[src/rtl/instr_uart_tx_pkg.sv]
// +--------------------------------------------------------------------------+
// | instr_uart_tx_pkg : UART framing constants and FSM encoding (rev 1.0)    |
// +--------------------------------------------------------------------------+
`default_nettype none

package instr_uart_tx_pkg;

    localparam logic        START_BIT = 1'b0;
    localparam logic        STOP_BIT  = 1'b1;
    localparam int unsigned DATA_BITS = 8;
    localparam logic [7:0]  CHAR_CR   = 8'h0D;
    localparam logic [7:0]  CHAR_LF   = 8'h0A;

    typedef enum logic [2:0] {
        IDLE  = 3'd0,
        START = 3'd1,
        DATA  = 3'd2,
        STOP  = 3'd3,
        NEXT  = 3'd4
    } uart_state_e;

    // Byte 0 is the leftmost character; indices 5 and 6 are the CR/LF trailer.
    function automatic logic [7:0] msg_byte(input logic [39:0] msg, input logic [2:0] idx);
        case (idx)
            3'd0:    msg_byte = msg[39:32];
            3'd1:    msg_byte = msg[31:24];
            3'd2:    msg_byte = msg[23:16];
            3'd3:    msg_byte = msg[15:8];
            3'd4:    msg_byte = msg[7:0];
            3'd5:    msg_byte = CHAR_CR;
            default: msg_byte = CHAR_LF;
        endcase
    endfunction

endpackage

`default_nettype wire

[src/rtl/instr_uart_tx_baud_tick.sv]
// +--------------------------------------------------------------------------+
// | instr_uart_tx_baud_tick : clearable bit-period counter (rev 1.0)         |
// +--------------------------------------------------------------------------+
`default_nettype none

module instr_uart_tx_baud_tick #(
    parameter int unsigned CLKS_PER_BIT = 868
) (
    input  logic clk,
    input  logic rst,
    input  logic clr_i,
    output logic tick_o
);

    localparam int unsigned      CNT_W    = (CLKS_PER_BIT > 1) ? $clog2(CLKS_PER_BIT) : 1;
    localparam logic [CNT_W-1:0] CNT_LAST = CNT_W'(CLKS_PER_BIT - 1);

    logic [CNT_W-1:0] cnt_q;
    logic [CNT_W-1:0] cnt_d;

    always_comb begin
        cnt_d = cnt_q + 1'b1;
        if (clr_i || (cnt_q == CNT_LAST)) begin
            cnt_d = '0;
        end
    end

    always_ff @(posedge clk or negedge rst) begin
        if (!rst) begin
            cnt_q <= '0;
        end else begin
            cnt_q <= cnt_d;
        end
    end

    assign tick_o = !clr_i && (cnt_q == CNT_LAST);

endmodule

`default_nettype wire

[src/rtl/instr_uart_tx.sv]
// +--------------------------------------------------------------------------+
// | instr_uart_tx : 8N1 serialiser for a 5-char mnemonic plus CR/LF (rev 1.0)|
// +--------------------------------------------------------------------------+
`default_nettype none

module instr_uart_tx
    import instr_uart_tx_pkg::*;
#(
    parameter int unsigned CLKS_PER_BIT = 868,
    parameter bit          ADD_CRLF     = 1'b1
) (
    input  logic        clk,
    input  logic        rst,
    input  logic [39:0] ascii,
    input  logic        send_valid,
    output logic        send_ready,
    output logic        tx,
    output logic        busy
);

    localparam logic [2:0] LAST_BYTE = ADD_CRLF ? 3'd6 : 3'd4;
    localparam logic [2:0] LAST_BIT  = 3'(DATA_BITS - 1);

    uart_state_e state_q;
    logic [39:0] msg_q;
    logic [2:0]  byte_q;
    logic [2:0]  bit_q;
    logic        tx_q;
    logic        baud_clr;
    logic        baud_tick;
    logic [7:0]  cur_byte;

    // Holding the counter in IDLE/NEXT makes every START begin a fresh bit period.
    assign baud_clr = (state_q == IDLE) || (state_q == NEXT);
    assign cur_byte = msg_byte(msg_q, byte_q);

    instr_uart_tx_baud_tick #(
        .CLKS_PER_BIT (CLKS_PER_BIT)
    ) u_baud (
        .clk    (clk),
        .rst    (rst),
        .clr_i  (baud_clr),
        .tick_o (baud_tick)
    );

    always_ff @(posedge clk or negedge rst) begin
        if (!rst) begin
            state_q <= IDLE;
            msg_q   <= '0;
            byte_q  <= '0;
            bit_q   <= '0;
            tx_q    <= STOP_BIT;
        end else begin
            case (state_q)
                IDLE: begin
                    tx_q <= STOP_BIT;
                    if (send_valid) begin
                        msg_q   <= ascii;
                        byte_q  <= '0;
                        bit_q   <= '0;
                        tx_q    <= START_BIT;
                        state_q <= START;
                    end
                end
                START: begin
                    if (baud_tick) begin
                        bit_q   <= '0;
                        tx_q    <= cur_byte[0];
                        state_q <= DATA;
                    end
                end
                DATA: begin
                    if (baud_tick) begin
                        if (bit_q == LAST_BIT) begin
                            tx_q    <= STOP_BIT;
                            state_q <= STOP;
                        end else begin
                            bit_q <= bit_q + 3'd1;
                            tx_q  <= cur_byte[bit_q + 3'd1];
                        end
                    end
                end
                STOP: begin
                    if (baud_tick) begin
                        state_q <= NEXT;
                    end
                end
                NEXT: begin
                    byte_q <= byte_q + 3'd1;
                    if (byte_q == LAST_BYTE) begin
                        state_q <= IDLE;
                    end else begin
                        tx_q    <= START_BIT;
                        state_q <= START;
                    end
                end
                default: begin
                    tx_q    <= STOP_BIT;
                    state_q <= IDLE;
                end
            endcase
        end
    end

    assign send_ready = (state_q == IDLE);
    assign busy       = !send_ready;
    assign tx         = tx_q;

endmodule

`default_nettype wire

[config.mk]
export PLATFORM = sky130hd
export DESIGN_NAME = instr_uart_tx
export DESIGN_NICKNAME = d
export VERILOG_FILES = /design/src/rtl/instr_uart_tx_pkg.sv /design/src/rtl/instr_uart_tx_baud_tick.sv /design/src/rtl/instr_uart_tx.sv
export SDC_FILE = /design/constraint.sdc
export NUM_CORES = 1
export LEC_CHECK = 0
export CELL_PAD_IN_SITES_DETAIL_PLACEMENT = 0
export CELL_PAD_IN_SITES_GLOBAL_PLACEMENT = 1
export CORE_MARGIN = 2
export CORE_UTILIZATION = 46
export CTS_BUF_LIST = sky130_fd_sc_hd__clkbuf_16
export DETAILED_ROUTE_END_ITERATION = 10
export PLACE_DENSITY = 0.93
export SYNTH_ARGS = -nofsm -noshare
export SYNTH_HDL_FRONTEND = slang
export SYNTH_SLANG_ARGS = --single-unit
[constraint.sdc]
create_clock -name clk -period 3.7 [get_ports clk]
set_input_delay 0.74 -clock clk [delete_from_list [all_inputs] [get_ports clk]]
set_output_delay 0.74 -clock clk [all_outputs]
set_load 0.03 [all_outputs]
==> summary by stage, run 1 <==
Run status
The run finished with clean final reports.

STA
The max-slew violation total from the final report is 0. Setup repair after global routing left no endpoint under its margin. For the pin with the worst max-slew slack, the measured transition is 0.687 ns. Measured against its own limit, the worst slew margin works out to 54.2%.

Based on the critical path, the design can be clocked at up to 361 MHz. The worst path uses 74.9% of the clock period. The total negative setup slack is 0 ns.

The smallest hold slack is 0.454 ns. Across the routed clock network, the largest skew measured is 0.00701 ns. Setup violations remaining at the end of the flow were counted as 0.

The final critical delay including setup and external delays is 2.77 ns. The post-layout worst setup margin is 0.929 ns. The final count of hold timing violations is 0.

Clock tree
Hold repair after CTS inserted 0 buffers. For the worst-skew pair, the clock arrives at the later sink with an insertion delay of 0.33 ns. After clock tree synthesis, the clock-pin slew on the worst setup and hold paths is 0.05 ns. The clock tree buffer depth is 2.

The clock net in this run drives a total of 60 sinks. The root buffer cell chosen for the clock tree is clkbuf_16. The maximum level of the CTS H-tree is 3. Once the clock tree was built, the resizer swapped 0 gates to a different size. The number of clock buffers added by TritonCTS is 9. TritonCTS built the clock tree. Once the clock tree was built, the setup fixing pass inserted 0 buffers.

Placed design
Port buffering added 45 buffers. The setup slack at placement is 1.28 ns. The routability congestion estimate from global placement is 0.887. Once placement completed, the tool counted placed cells totaling 368. Once placement finished, the instance area stood at 0.00349 mm².

The wire-length estimate of the detail-placed layout is 4.28 mm.

Global routing
The wire length of the first global-routing pass is 10.4 mm. The initial antenna violation count is 0. The maximum number of pins on one net before global-route repair is 41. The number of global-route vias before repair is 2144. Global routing consumed, over all layers together, 18.7% of the routing resources.

The residual overflow from global routing is 0.

Finish
The final instance area is 0.00382 mm². The final core utilization is 60.1%. After filler insertion, the fill cell instance count of the layout stands at 517. The fraction of layout cells with a size suffix above 1 is 20.8%. The number of diodes is 0. Compared with the post-synthesis result, the final layout area differs by 25.7%.

After the flow finishes, the layout carries non-filler instances totaling 384. The final layout contains 353 nets.

Power and ir drop
In this run the static leakage power is 1.70 nW. After layout, the design draws a total of 1.95 mW. For this design the ratio of total power to cell area is 510 mW/mm². IR analysis of the VDD net gives a maximum drop of 0.344 mV.

Floorplanning
During I/O placement, the number of pins put on the boundary was 46. Once the floorplan was initialized, standard cells occupied 47.8% of the core. The floorplan step defined a die boundary enclosing 0.00727 mm². The area inside the core boundary is 0.00635 mm². The chip height is 85.3 µm. The floorplan has 29 rows.

Measured along the x axis, the die boundary spans 85.3 µm.

Worst setup path
The launch point of the worst reg-to-reg path is byte_q[2]. The capture instance of the worst register-to-register path is tx. STA puts the critical path data arrival time at 2.03 ns. In this run the worst path has a maximum fanout of 14.

The launching element type of the critical path is a register. The category of the worst setup path capture point is an output port. The critical setup path kind is register to output port. The first element of the critical path is state_q[2].

The slack of the worst reg-to-reg path is 1.24 ns. The depth of the most critical reg-to-reg path is 7. The critical path ends at send_ready.

The data required time of the critical path is 2.96 ns.

Synthesis
Ranked by total cell area, the synthesized netlist is headed by dfrtp_1 (49%), mux2_2 (13%), ha_1 (3.3%). The mean post-synth cell area is 11.7 µm². The register bit count reported by yosys is 60. The distinct cell type count of the synthesized netlist is 52. The area share of and/or/nand/nor cells after synthesis is 12.8%. The share of synthesized area in the top cell type comes to 48.6%. In the synthesized netlist, mux cells make up 16.3% of the area. Counting flops with an async set or reset pin after synthesis yields a share of 100%. The dominant register cell in the synthesized netlist is dfrtp_1. The dominant combinational cell family by area after synthesis is multiplexers. Of the total synthesized cell area, the portion taken by XOR and XNOR cells is 2.60%. The total number of yosys warnings is 0. Counting every net in the synthesized netlist gives 311. The cell count after synthesis came out at 260. The cell type contributing the most total cell area after synthesis is dfrtp_1. The register area share after synthesis is 49.5%.

The combined area of all synthesized cells is 0.00304 mm². The compound-gate portion of the synthesized area is 10.8%. The adder and majority cell fraction of the synthesized area is 3.30%. The count of flip-flops with a built-in enable after synthesis is 0. In the post-synthesis netlist, the cell with the most instances is dfrtp_1. The commonest cells after synthesis are dfrtp_1 (59), mux2_2 (34), nor2_1 (18), nand2_1 (15).

Route
The first routing iteration left 161 violations. In this run the remaining antenna-violating nets after routing total 0. The detailed-router iteration count before antenna repair is 4. The post-route DRC violation count is 0. The via count is 2157. The mean number of vias per cell is 5.62. The routed length per instance is 16.3 µm. Wires add up to 6.25 mm.

Worst hold path
The path class of the tightest hold or removal check is primary input to asynchronous set/reset pin.

Job
Across the run, the number of max-cap violations was 0.
==> worst min path at each step <==
| stage | start | to |
|---|---|---|
| detailed placement | tx | tx |
| floorplan | rst | bit_q[0] |
| CTS | tx | tx |
| global route | tx | tx |
| global placement | tx | tx |
| finish | rst | msg_q[4] |
==> kinds of logic (layout without fill, tap and decap cells) <==
| group | count (synthesis) | after routing |
|---|---|---|
| buffers and inverters | 27 | 74 |
| multiplexers | 44 | 44 |
| AND/OR/NAND/NOR | 70 | 70 |
| AO/OA/AOI/OAI | 42 | 42 |
| XOR/XNOR | 9 | 9 |
| flip-flops | 60 | 60 |
| adder cells (fa/ha/maj) | 8 | 8 |
==> state kept, by name (all words and copies together) (netlist names) <==
| signal | flops |
|---|---|
| byte_q | 3 |
| tx | 1 |
| u_baud.cnt_q | 10 |
| msg_q | 40 |
| state_q | 3 |
| bit_q | 3 |
==> worst max-delay path, stage by stage (launching register included) <==
cell             delay [ns]
dfrtp_1                0.53
or3_1                  0.46
inv_2                  0.06
clkdlybuf4s50_1        0.65
==> layer usage <==
| metal | GRT usage (%) | up-vias | wire, µm |
|---|---|---|---|
| li1 | - | 1025 | - |
| met1 | 26.8 | 1063 | 2960 |
| met2 | 26.6 | 59 | 2850 |
| met3 | 5.06 | 10 | 321 |
| met4 | 8.08 | 0 | 125 |
| met5 | 0 | - | 0 |
==> placed cells by master (no fill, tap or decap), drive strengths merged, types with 2 or more instances in the layout <==
| master | count |
|---|---|
| ha | 8 |
| inv | 12 |
| a22oi | 5 |
| o22ai | 2 |
| o2111ai | 3 |
| xnor2 | 6 |
| nor3 | 4 |
| a32oi | 3 |
| o21ai | 11 |
| mux2i | 3 |
| clkinv | 3 |
| bufinv | 2 |
| mux2 | 41 |
| dfrtp | 59 |
| or3 | 5 |
| a222oi | 4 |
| nor2b | 4 |
| nor2 | 18 |
| nand3 | 10 |
| nand2b | 2 |
| and3 | 4 |
| and2 | 2 |
| a211oi | 2 |
| nand2 | 15 |
| xor2 | 3 |
| clkdlybuf4s50 | 44 |
| clkbuf | 9 |
| buf | 3 |
| a21oi | 3 |
==> where the power goes <==
| part | switching [mW] | total (mW) | internal, mW |
|---|---|---|---|
| combinational | 0.105 | 0.240 | 0.135 |
| clock | 0.300 | 0.891 | 0.592 |
| sequential | 0.0737 | 0.817 | 0.743 |
==> area by class of cell <==
type | count | area [µm²] | share of cell area [%]
inverters | 11 | 41.3 | 1.08
clock buffers | 9 | 225 | 5.90
well taps | 77 | 96.3 | 2.52
clock inverters | 7 | 98.8 | 2.59
multi-input cells | 173 | 1390 | 36.5
flip-flops and latches | 60 | 1500 | 39.4
repair buffers | 47 | 460 | 12.1
(Power assumes the default switching activity.)
==> run 2: changes to the inputs <==
Settings changed: CORE_UTILIZATION 46 to 39, PLACE_DENSITY 0.93 to 0.85.
Clock period 3.7 ns to 2.4 ns, I/O delays scaled along.
==> summary by stage, run 2 (synthesis gave the netlist of run 1 again) <==
Run status
The run finished with clean final reports.

Finish
The register containing the most flip-flops in the final layout is msg_q. The fraction of layout cells with a size suffix above 1 was 22.5% (+1.7 points). The final instance area is 0.00387 mm² (+1.3%). The number of nets in the final layout came to 361 (+2.3%).

The final cell count without fillers came to 417 (+8.6%). The largest registers in the layout are msg_q (40), u_baud.cnt_q (10). The count of filler cells inserted in the layout is 683 (+32%). In the layout the commonest cells are dfrtp_1 (59), clkdlybuf4s50_1 (44), mux2_2 (34).

The number of diodes is 0 (unchanged). The area overhead of the layout relative to synthesis is 27.4%. The most common library cell in the layout ignoring fill and taps is dfrtp_1.

The flip-flop count of the largest register, all copies and words added is 40 (unchanged).

Worst setup path
The worst setup path endpoint is send_ready. STA classifies the critical path endpoint as an output port. The depth of the most critical reg-to-reg path is 7 (unchanged). The data required time of the critical path is 1.92 ns (-1.04 ns). The first element of the critical path is state_q[2].

The worst setup path is of the register to output port kind. The critical path data arrival time came to 1.81 ns (-0.22 ns). The capture instance of the worst register-to-register path is tx. The slack of the worst reg-to-reg path is 0.26 ns (-0.98 ns). The launch point of the worst reg-to-reg path is byte_q[0]. The largest fanout on the critical path is 2 (-12). The launching element type of the critical path is a register.

Floorplanning
The area inside the core boundary came to 0.00765 mm² (+20%). The chip height is 92.2 µm (+8.2%). The area of the die is 0.00851 mm² (+17%). The boundary pin count was 46 (unchanged). The die width is 92.2 µm (+8.2%). The number of placement rows is 32 (+10%). The effective utilization at floorplan was 39.7% (-8.1 points).

Global routing
The number of global-route vias before repair is 2157 (+0.61%). The residual overflow from global routing is 0 (unchanged). The wire length of the first global-routing pass is 10.8 mm (+3.6%).

The initial antenna violation count came to 0 (unchanged). The global-route usage over all layers is 16.4% (-2.3 points). The maximum number of pins on one net before global-route repair was 41 (unchanged).

Clock tree
The insertion delay to the later sink of the worst-skew pair is 0.32 ns (about the same). The clock transition time at the flip-flop clock pins of the worst setup and hold paths came to 0.05 ns (about the same). The buffers inserted during post-CTS setup optimization is 0 (unchanged). TritonCTS built the clock tree.

The number of gates given a new drive strength after cts is 0 (unchanged). The number of CTS-inserted buffers is 9 (unchanged). The CTS sink count came to 60 (unchanged). The clock root buffer master is clkbuf_16. The clock tree buffer depth is 2 (unchanged). The maximum level of the CTS H-tree came to 3 (unchanged).

Job
The number of max-cap violations came to 0 (unchanged).

Route
The count of antenna-violating nets left after detailed routing was 0 (unchanged). The routed length on met3 is 317 µm (-1.2%). The overall routed net length is 6.32 mm (+1.0%). The total routed wire length on the met1 layer is 2.92 mm (-1.2%). The mean number of vias per cell is 5.15 (-8.3%).

The met2 routed wirelength was 2.98 mm (+4.7%). The iteration-0 DRC count of the detailed router is 136 (-16%). The highest routing layer actually used is met4.

The post-route DRC violation count is 0 (unchanged). The detailed-router iteration count before antenna repair was 4 (unchanged). The via count is 2147 (-0.46%).

The routed length per instance is 15.1 µm (-7.0%).

STA
The transition time at the pin with the least slew margin was 0.547 ns (-0.140 ns). Setup repair after global routing left no endpoint under its margin. The final number of setup-violating endpoints is 0 (unchanged). Based on the critical path, the design can be clocked at up to 436 MHz. The share of the clock period used by the worst path is 95.6%. The max-slew violation total from the final report is 0 (unchanged). The worst slew slack as a fraction of its limit came to 63.5% (+9.3 points). The setup clock skew after layout came to 0.00746 ns (+0.000449 ns). The final count of hold timing violations is 0 (unchanged). The total negative setup slack is 0 ns (unchanged). After layout, the minimum clock period comes to 2.29 ns.

Power and ir drop
The largest vdd supply drop is 0.391 mV (+14%). The leakage power is 1.72 nW (+0.97%). The cell area power density is 714 mW/mm² (+40%).

Placed design
The total placed cells including tap cells is 400 (+8.7%). The count of buffers from port buffering is 45 (unchanged). The cell area after placement is 0.00359 mm² (+2.8%). The placed wire-length estimate was 4.67 mm (+9.1%). The routability congestion estimate from global placement is 0.818 (-7.8%).

Worst hold path
The worst hold path belongs to the class register to register.
==> run 2: cell count changes in the layout (fill, tap and decap cells not counted), sizes merged <==
cell,delta
bufinv,-2
clkinv,+1
dlygate4sd3,+1
buf,+7
clkinvlp,+1
==> run 2: area by class of cell <==
cell class / instances / area (µm²) / share of cell area [%]
well taps: 102 / 128 / 3.30
repair buffers: 55 / 536 / 13.8
multi-input cells: 173 / 1390 / 36.0
inverters: 11 / 41.3 / 1.07
clock inverters: 7 / 42.5 / 1.10
clock buffers: 9 / 225 / 5.82
flip-flops and latches: 60 / 1500 / 38.8
==> run 2: metrics by stage <==
step,util [%],hold WS (ns),setup WS [ns],power [mW]
2_1_floorplan,-,0.184,0.358,1.48
3_3_place_gp,47.0,0.300,0.395,1.64
3_5_place_dp,47.0,0.301,0.310,1.65
4_1_cts,50.6,0.469,0.0879,2.80
5_1_grt,50.6,0.484,0.0513,2.90
6_report,50.6,0.473,0.106,2.76
==> run 2: per-layer routing <==
metal	global-route usage [%]	vias up
met4	7.09	0
li1	-	1038
met5	0	-
met2	24.9	44
met1	22.3	1057
met3	4.19	8
==> run 2: worst min path at each step <==
stage,from,endpoint,slack (ns),depth (start not counted)
2_1_floorplan,rst,bit_q[0],0.18,0
3_3_place_gp,rst,state_q[0],0.30,1
3_5_place_dp,rst,state_q[1],0.30,1
4_1_cts,tx,tx,0.47,2
5_1_grt,tx,tx,0.48,2
6_report,tx,tx,0.47,2
==> run 2: what timing repair did <==
action | in CTS | in global routing
hold buffers | 1 | 0
setup endpoints to repair | 0 | 0
hold endpoints to repair | 3 | 0
==> run 2: report_power, final <==
group	internal [mW]	leakage (nW)	switching (mW)
logic	0.212	0.829	0.163
registers	1.15	0.757	0.106
clock network	0.690	0.129	0.444
==> run 2: worst max-delay path, cell delays in order, from the launching register on <==
cell and delay, ns:
dfrtp_1 0.36, or3_1 0.41, inv_2 0.07, clkdlybuf4s50_1 0.66
